--- src/rtl/mem_arbiter_pkg.sv ---
`default_nettype none
// ============================================================================
// Module   : mem_arbiter_pkg
// Brief    : State encoding, default limits and sizing helper shared by the
//            instruction/data memory arbiter.
// Revision : 1.0 - initial release
// ============================================================================
package mem_arbiter_pkg;

    localparam logic [1:0] c_ST_IDLE  = 2'd0;
    localparam logic [1:0] c_ST_FETCH = 2'd1;
    localparam logic [1:0] c_ST_DATA  = 2'd2;
    localparam logic [1:0] c_ST_RESP  = 2'd3;

    localparam int c_TIMEOUT_DEF = 15;
    localparam int c_STREAK_DEF  = 4;

    // Bits needed to hold 0..max_val inclusive.
    function automatic int cnt_width(input int max_val);
        return (max_val < 2) ? 1 : $clog2(max_val + 1);
    endfunction

endpackage
`default_nettype wire

--- src/rtl/mem_arbiter.sv ---
`default_nettype none
// ============================================================================
// Module   : mem_arbiter
// Brief    : Shares one single-ported memory between instruction fetch and
//            data load/store, with wait-timeout abort and fetch-starvation guard.
// Revision : 1.0 - initial release
// ============================================================================
module mem_arbiter
    import mem_arbiter_pkg::*;
#(
    parameter int TIMEOUT = c_TIMEOUT_DEF,
    parameter int STREAK  = c_STREAK_DEF
) (
    input  logic        clk,
    input  logic        rst,
    input  logic        if_req,
    input  logic [15:0] if_addr,
    output logic        if_valid,
    output logic [15:0] if_rdata,
    input  logic        d_re,
    input  logic        d_we,
    input  logic [15:0] d_addr,
    input  logic [15:0] d_wdata,
    output logic        d_done,
    output logic [15:0] d_rdata,
    output logic        mem_re,
    output logic        mem_we,
    output logic [15:0] mem_addr,
    output logic [15:0] mem_wdata,
    input  logic        mem_ready,
    input  logic [15:0] mem_rdata,
    output logic        stall_if,
    output logic        stall_d,
    output logic        err
);

    localparam int WAIT_W = cnt_width(TIMEOUT);
    localparam int STRK_W = cnt_width(STREAK);
    localparam logic [WAIT_W-1:0] c_WAIT_MAX = WAIT_W'(TIMEOUT);
    localparam logic [STRK_W-1:0] c_STRK_MAX = STRK_W'(STREAK);

    logic [1:0]        state_q,      state_d;
    logic [WAIT_W-1:0] wait_q,       wait_d;
    logic [STRK_W-1:0] streak_q,     streak_d;
    logic              mem_re_q,     mem_re_d;
    logic              mem_we_q,     mem_we_d;
    logic [15:0]       mem_addr_q,   mem_addr_d;
    logic [15:0]       mem_wdata_q,  mem_wdata_d;
    logic [15:0]       if_rdata_q,   if_rdata_d;
    logic [15:0]       d_rdata_q,    d_rdata_d;
    logic              serve_data_q, serve_data_d;
    logic              abort_q,      abort_d;

    logic w_data_pend;
    logic w_grant_data;
    logic w_grant_fetch;
    logic w_busy;
    logic w_timeout;
    logic w_finish;

    // Data wins unless it has already starved a waiting fetch for STREAK grants.
    assign w_data_pend   = d_re | d_we;
    assign w_grant_data  = (state_q == c_ST_IDLE) & w_data_pend &
                           ((streak_q < c_STRK_MAX) | ~if_req);
    assign w_grant_fetch = (state_q == c_ST_IDLE) & ~w_grant_data & if_req;
    assign w_busy        = (state_q == c_ST_FETCH) | (state_q == c_ST_DATA);
    assign w_timeout     = (wait_q == c_WAIT_MAX);
    assign w_finish      = w_busy & (mem_ready | w_timeout);

    always_ff @(posedge clk) begin
        if (rst) begin
            state_q      <= c_ST_IDLE;
            wait_q       <= '0;
            streak_q     <= '0;
            mem_re_q     <= 1'b0;
            mem_we_q     <= 1'b0;
            mem_addr_q   <= '0;
            mem_wdata_q  <= '0;
            if_rdata_q   <= '0;
            d_rdata_q    <= '0;
            serve_data_q <= 1'b0;
            abort_q      <= 1'b0;
        end else begin
            state_q      <= state_d;
            wait_q       <= wait_d;
            streak_q     <= streak_d;
            mem_re_q     <= mem_re_d;
            mem_we_q     <= mem_we_d;
            mem_addr_q   <= mem_addr_d;
            mem_wdata_q  <= mem_wdata_d;
            if_rdata_q   <= if_rdata_d;
            d_rdata_q    <= d_rdata_d;
            serve_data_q <= serve_data_d;
            abort_q      <= abort_d;
        end
    end

    always_comb begin
        state_d = state_q;
        case (state_q)
            c_ST_IDLE: begin
                if (w_grant_data) begin
                    state_d = c_ST_DATA;
                end else if (w_grant_fetch) begin
                    state_d = c_ST_FETCH;
                end
            end
            c_ST_FETCH, c_ST_DATA: begin
                if (w_finish) begin
                    state_d = c_ST_RESP;
                end
            end
            c_ST_RESP: state_d = c_ST_IDLE;
            default:   state_d = c_ST_IDLE;
        endcase
    end

    always_comb begin
        wait_d       = wait_q;
        streak_d     = streak_q;
        mem_re_d     = mem_re_q;
        mem_we_d     = mem_we_q;
        mem_addr_d   = mem_addr_q;
        mem_wdata_d  = mem_wdata_q;
        if_rdata_d   = if_rdata_q;
        d_rdata_d    = d_rdata_q;
        serve_data_d = serve_data_q;
        abort_d      = abort_q;
        if (w_grant_data || w_grant_fetch) begin
            // A combined read+write request is performed as a store.
            mem_addr_d   = w_grant_data ? d_addr : if_addr;
            mem_wdata_d  = w_grant_data ? d_wdata : 16'h0000;
            mem_we_d     = w_grant_data & d_we;
            mem_re_d     = w_grant_fetch | (w_grant_data & ~d_we);
            serve_data_d = w_grant_data;
            abort_d      = 1'b0;
            wait_d       = '0;
            if (w_grant_data && if_req) begin
                streak_d = (streak_q < c_STRK_MAX) ? streak_q + 1'b1 : streak_q;
            end else begin
                streak_d = '0;
            end
        end else if (w_busy) begin
            if (mem_ready) begin
                mem_re_d = 1'b0;
                mem_we_d = 1'b0;
                if (serve_data_q) begin
                    d_rdata_d = mem_rdata;
                end else begin
                    if_rdata_d = mem_rdata;
                end
            end else if (w_timeout) begin
                mem_re_d = 1'b0;
                mem_we_d = 1'b0;
                abort_d  = 1'b1;
                if (serve_data_q) begin
                    d_rdata_d = 16'h0000;
                end else begin
                    if_rdata_d = 16'h0000;
                end
            end else begin
                wait_d = wait_q + 1'b1;
            end
        end
    end

    always_comb begin
        if_valid = (state_q == c_ST_RESP) & ~serve_data_q;
        d_done   = (state_q == c_ST_RESP) &  serve_data_q;
        err      = (state_q == c_ST_RESP) &  abort_q;
    end

    assign stall_if  = if_req & ~if_valid;
    assign stall_d   = w_data_pend & ~d_done;
    assign mem_re    = mem_re_q;
    assign mem_we    = mem_we_q;
    assign mem_addr  = mem_addr_q;
    assign mem_wdata = mem_wdata_q;
    assign if_rdata  = if_rdata_q;
    assign d_rdata   = d_rdata_q;

endmodule
`default_nettype wire

--- config.mk ---
export PLATFORM = sky130hd
export DESIGN_NAME = mem_arbiter
export DESIGN_NICKNAME = d
export VERILOG_FILES = /design/src/rtl/mem_arbiter_pkg.sv /design/src/rtl/mem_arbiter.sv
export SDC_FILE = /design/constraint.sdc
export NUM_CORES = 1
export LEC_CHECK = 0
export ABC_AREA = 1
export ABC_CLOCK_PERIOD_IN_PS = 1950
export BUFFER_PORTS_ARGS = -buffer_cell sky130_fd_sc_hd__buf_2
export CORE_MARGIN = 3
export CORE_UTILIZATION = 47
export DETAILED_ROUTE_END_ITERATION = 8
export MAX_ROUTING_LAYER = met4
export PLACE_DENSITY_LB_ADDON = 0.05
export SLEW_MARGIN = 20
export SYNTH_ARGS = -nofsm -noshare
export SYNTH_HDL_FRONTEND = slang
export SYNTH_SLANG_ARGS = --single-unit
export TNS_END_PERCENT = 1
--- constraint.sdc ---
create_clock -name clk -period 1.95 [get_ports clk]
set_clock_uncertainty 0.2 [all_clocks]
set_input_delay 0.195 -clock clk [delete_from_list [all_inputs] [get_ports clk]]
set_output_delay 0.195 -clock clk [all_outputs]
set_load 0.05 [all_outputs]
==> reports/metrics.yaml <==
setup_viol: 0
overflow: 0
cts_tree: "done"
yosys_warnings: 0
netlist.area_leader.share_pct: 47.2
syn_nets: 549
path_clk_slew_ps: 80
clock_latency_ps: 340
track_usage_pct: 28.0
final_cell_mix: "nand2_1 (164), buf_2 (140), nor2_1 (107)"
fin_crit_ps: 1860
layout.nets: 744
pre_cts_ws_ps: 164
numPortBuffers: 140
drv_cap: 0
grt_max_degree: 41
ctsRootBufferMaster: "clkbuf_8"
hp-class: "primary input to flop"
h-tree-depth: 3
ys_seq_elements: 77
reg2reg_slack_ps: 90
ys_async_sr_fraction_pct: 0
drcViolationCount: 0
setup.worst_path.end_class: "flop"
syn_area_per_cell_um2: 6.88
crit_type: "primary input to flop"
cts_num_sinks: 77
vias: 3761
post-route-util_pct: 75.2
crit_end: "mem_addr[13]"
cp_data_required_time_ps: 1990
syn_to_final_growth_pct: 50.4
dpl_cell_area_um2: 4080
fin_area_um2: 4910
start_util_pct: 50.0
setup_ws_ps: 91.5
startpoint: "d_we"
r2r_end: "mem_addr[13]"
coreArea_um2: 6530
outcome: "complete, no violations"
rr_startpoint: "state_q[1]"
grt_pass1_vias: 3756
die_width_um: 89.4
synth_area_leaders: "dfxtp_1 (47%), nand2_1 (19%), nor2_1 (12%)"
die_h_um: 89.4
drive_above_1_share_pct: 26.8
wl_per_cell_um: 13.7
yosysTopAreaCell: "dfxtp_1"
ir_worst_vdd_mv: 0.936
cts_buffer_depth: 2
rows: 29
wl_mm: 10.3
syn_inst: 475
setup.worst_path.start_class: "primary input"
grt_pass1_wl_mm: 16.8
drtPass1Iterations: 4
dpl.hpwl_mm: 6.15
viasPerCell: 5.00
syn_area_um2: 3270
antenna_found_initial: 0
finalSetupTns_ps: 0
rsz0062_at_grt: "true"
r2r_cells: 8
ys_types: 27
cts_buffers: 9
antenna_cells: 0
hold_violations: 0
drtIter0Drc: 154
drtAntennaViolNets: 0
tightest_slew_ps: 312
synth-main-ff-cell: "dfxtp_1"
slew_headroom_pct: 79.1
p_per_area_nw_per_um2: 1480
path_max_fanout: 34
synth-edff-count: 0
fin_crit_sh_pct: 95.3
io_pins: 141
fp.dieArea_um2: 7990
power.leakage_nw: 2.47
max_freq_mhz: 538
gp_congestion: 0.877
yosysSeqAreaShare_pct: 47.2
final_common_cell: "nand2_1"
final_max_slew_viol_count: 0
worstPathArrival_ps: 1900
==> per-stage QoR <==
step           hold slack [ps]  cells  power, mW
2_1_floorplan              143    475       4.81
3_3_place_gp               246    678       5.60
3_5_place_dp               250    678       5.66
4_1_cts                   1.17    751       7.18
5_1_grt                   35.4    752       7.73
6_report                  8.35    752       7.25
==> sequential cells by signal, summed over array words and instances, names as in the netlist <==
register and cells:
serve_data_q 1, state_q 2, abort_q 1, wait_q 4
mem_addr 16, mem_we 1, streak_q 3, d_rdata 16
mem_wdata 16, mem_re 1, if_rdata 16
==> synth_stat cells (2+ instances only) <==
master	number
buf_6	2
a21oi_1	26
nand2_1	164
nand3_1	21
clkinv_1	3
o21ai_0	17
dfxtp_1	77
buf_2	11
nand3_2	2
xor2_1	2
nor2_2	2
nand2_2	2
nor2_1	108
inv_2	3
buf_4	2
clkbuf_1	9
ha_1	4
inv_1	11
==> final cells by class <==
| type | instances | area (um2) |
|---|---|---|
| well taps | 77 | 96.3 |
| clock buffers | 10 | 128 |
| fillers | 515 | 1620 |
| repair buffers | 209 | 1440 |
| clock inverters | 6 | 111 |
| inverters | 17 | 63.8 |
| multi-input cells | 356 | 1540 |
| flip-flops and latches | 77 | 1540 |
==> worst min path at each step <==
| stage | start | endpoint | slack (ps) | cells past startpoint |
|---|---|---|---|---|
| 2_1_floorplan | d_wdata[0] | mem_wdata[0] | 140 | 2 |
| 3_3_place_gp | mem_wdata[13] | mem_wdata[13] | 250 | 2 |
| 3_5_place_dp | mem_wdata[8] | mem_wdata[8] | 250 | 2 |
| 4_1_cts | mem_rdata[8] | if_rdata[8] | 1 | 5 |
| 5_1_grt | mem_rdata[8] | if_rdata[8] | 40 | 5 |
| 6_report | mem_rdata[8] | if_rdata[8] | 8 | 5 |
==> worst max-delay path, stage by stage <==
cell and delay (ps):
dlygate4sd3_1 530, buf_2 140, inv_2 80, nand2_1 70
nand3_2 120, clkinv_1 150, buf_12 200, nand2_1 70
nand2_1 70, nor2_1 170, nor2_1 70
==> where the power goes <==
part	switching [mW]	leakage (nW)	internal (mW)	total, mW
logic	2.66	1.72	1.04	3.71
clock network	0.587	0.116	0.851	1.44
registers	0.172	0.630	1.93	2.11
==> routing by layer <==
layer | part of all wire, % | global-route usage, % | routed length (um)
met5 | 0 | - | 0
met4 | 2.8 | 12.7 | 284
met3 | 6.1 | 6.27 | 628
met2 | 52 | 48.2 | 5370
met1 | 39 | 30.7 | 4010
==> logic make-up (layout without fill, tap and decap cells) <==
kind of cell | count (synthesis) | after routing | synth area share [%]
AOI/OAI and AO/OA | 47 | 47 | 7.66
xor gates and xnor gates | 3 | 3 | 0.804
adders and majority gates | 4 | 4 | 1.53
buffers and inverters | 42 | 242 | 5.94
DFF | 77 | 77 | 47.2
and+or+nand+nor | 302 | 302 | 36.9
==> repair_timing <==
action,4_1_cts,5_1_grt
setup buffers,0,1
endpoints found under the setup margin,0,14
endpoints found under the hold margin,42,0
hold buffers,57,0
resized for setup,0,2
No activity file was read; power rests on OpenSTA's default activity.
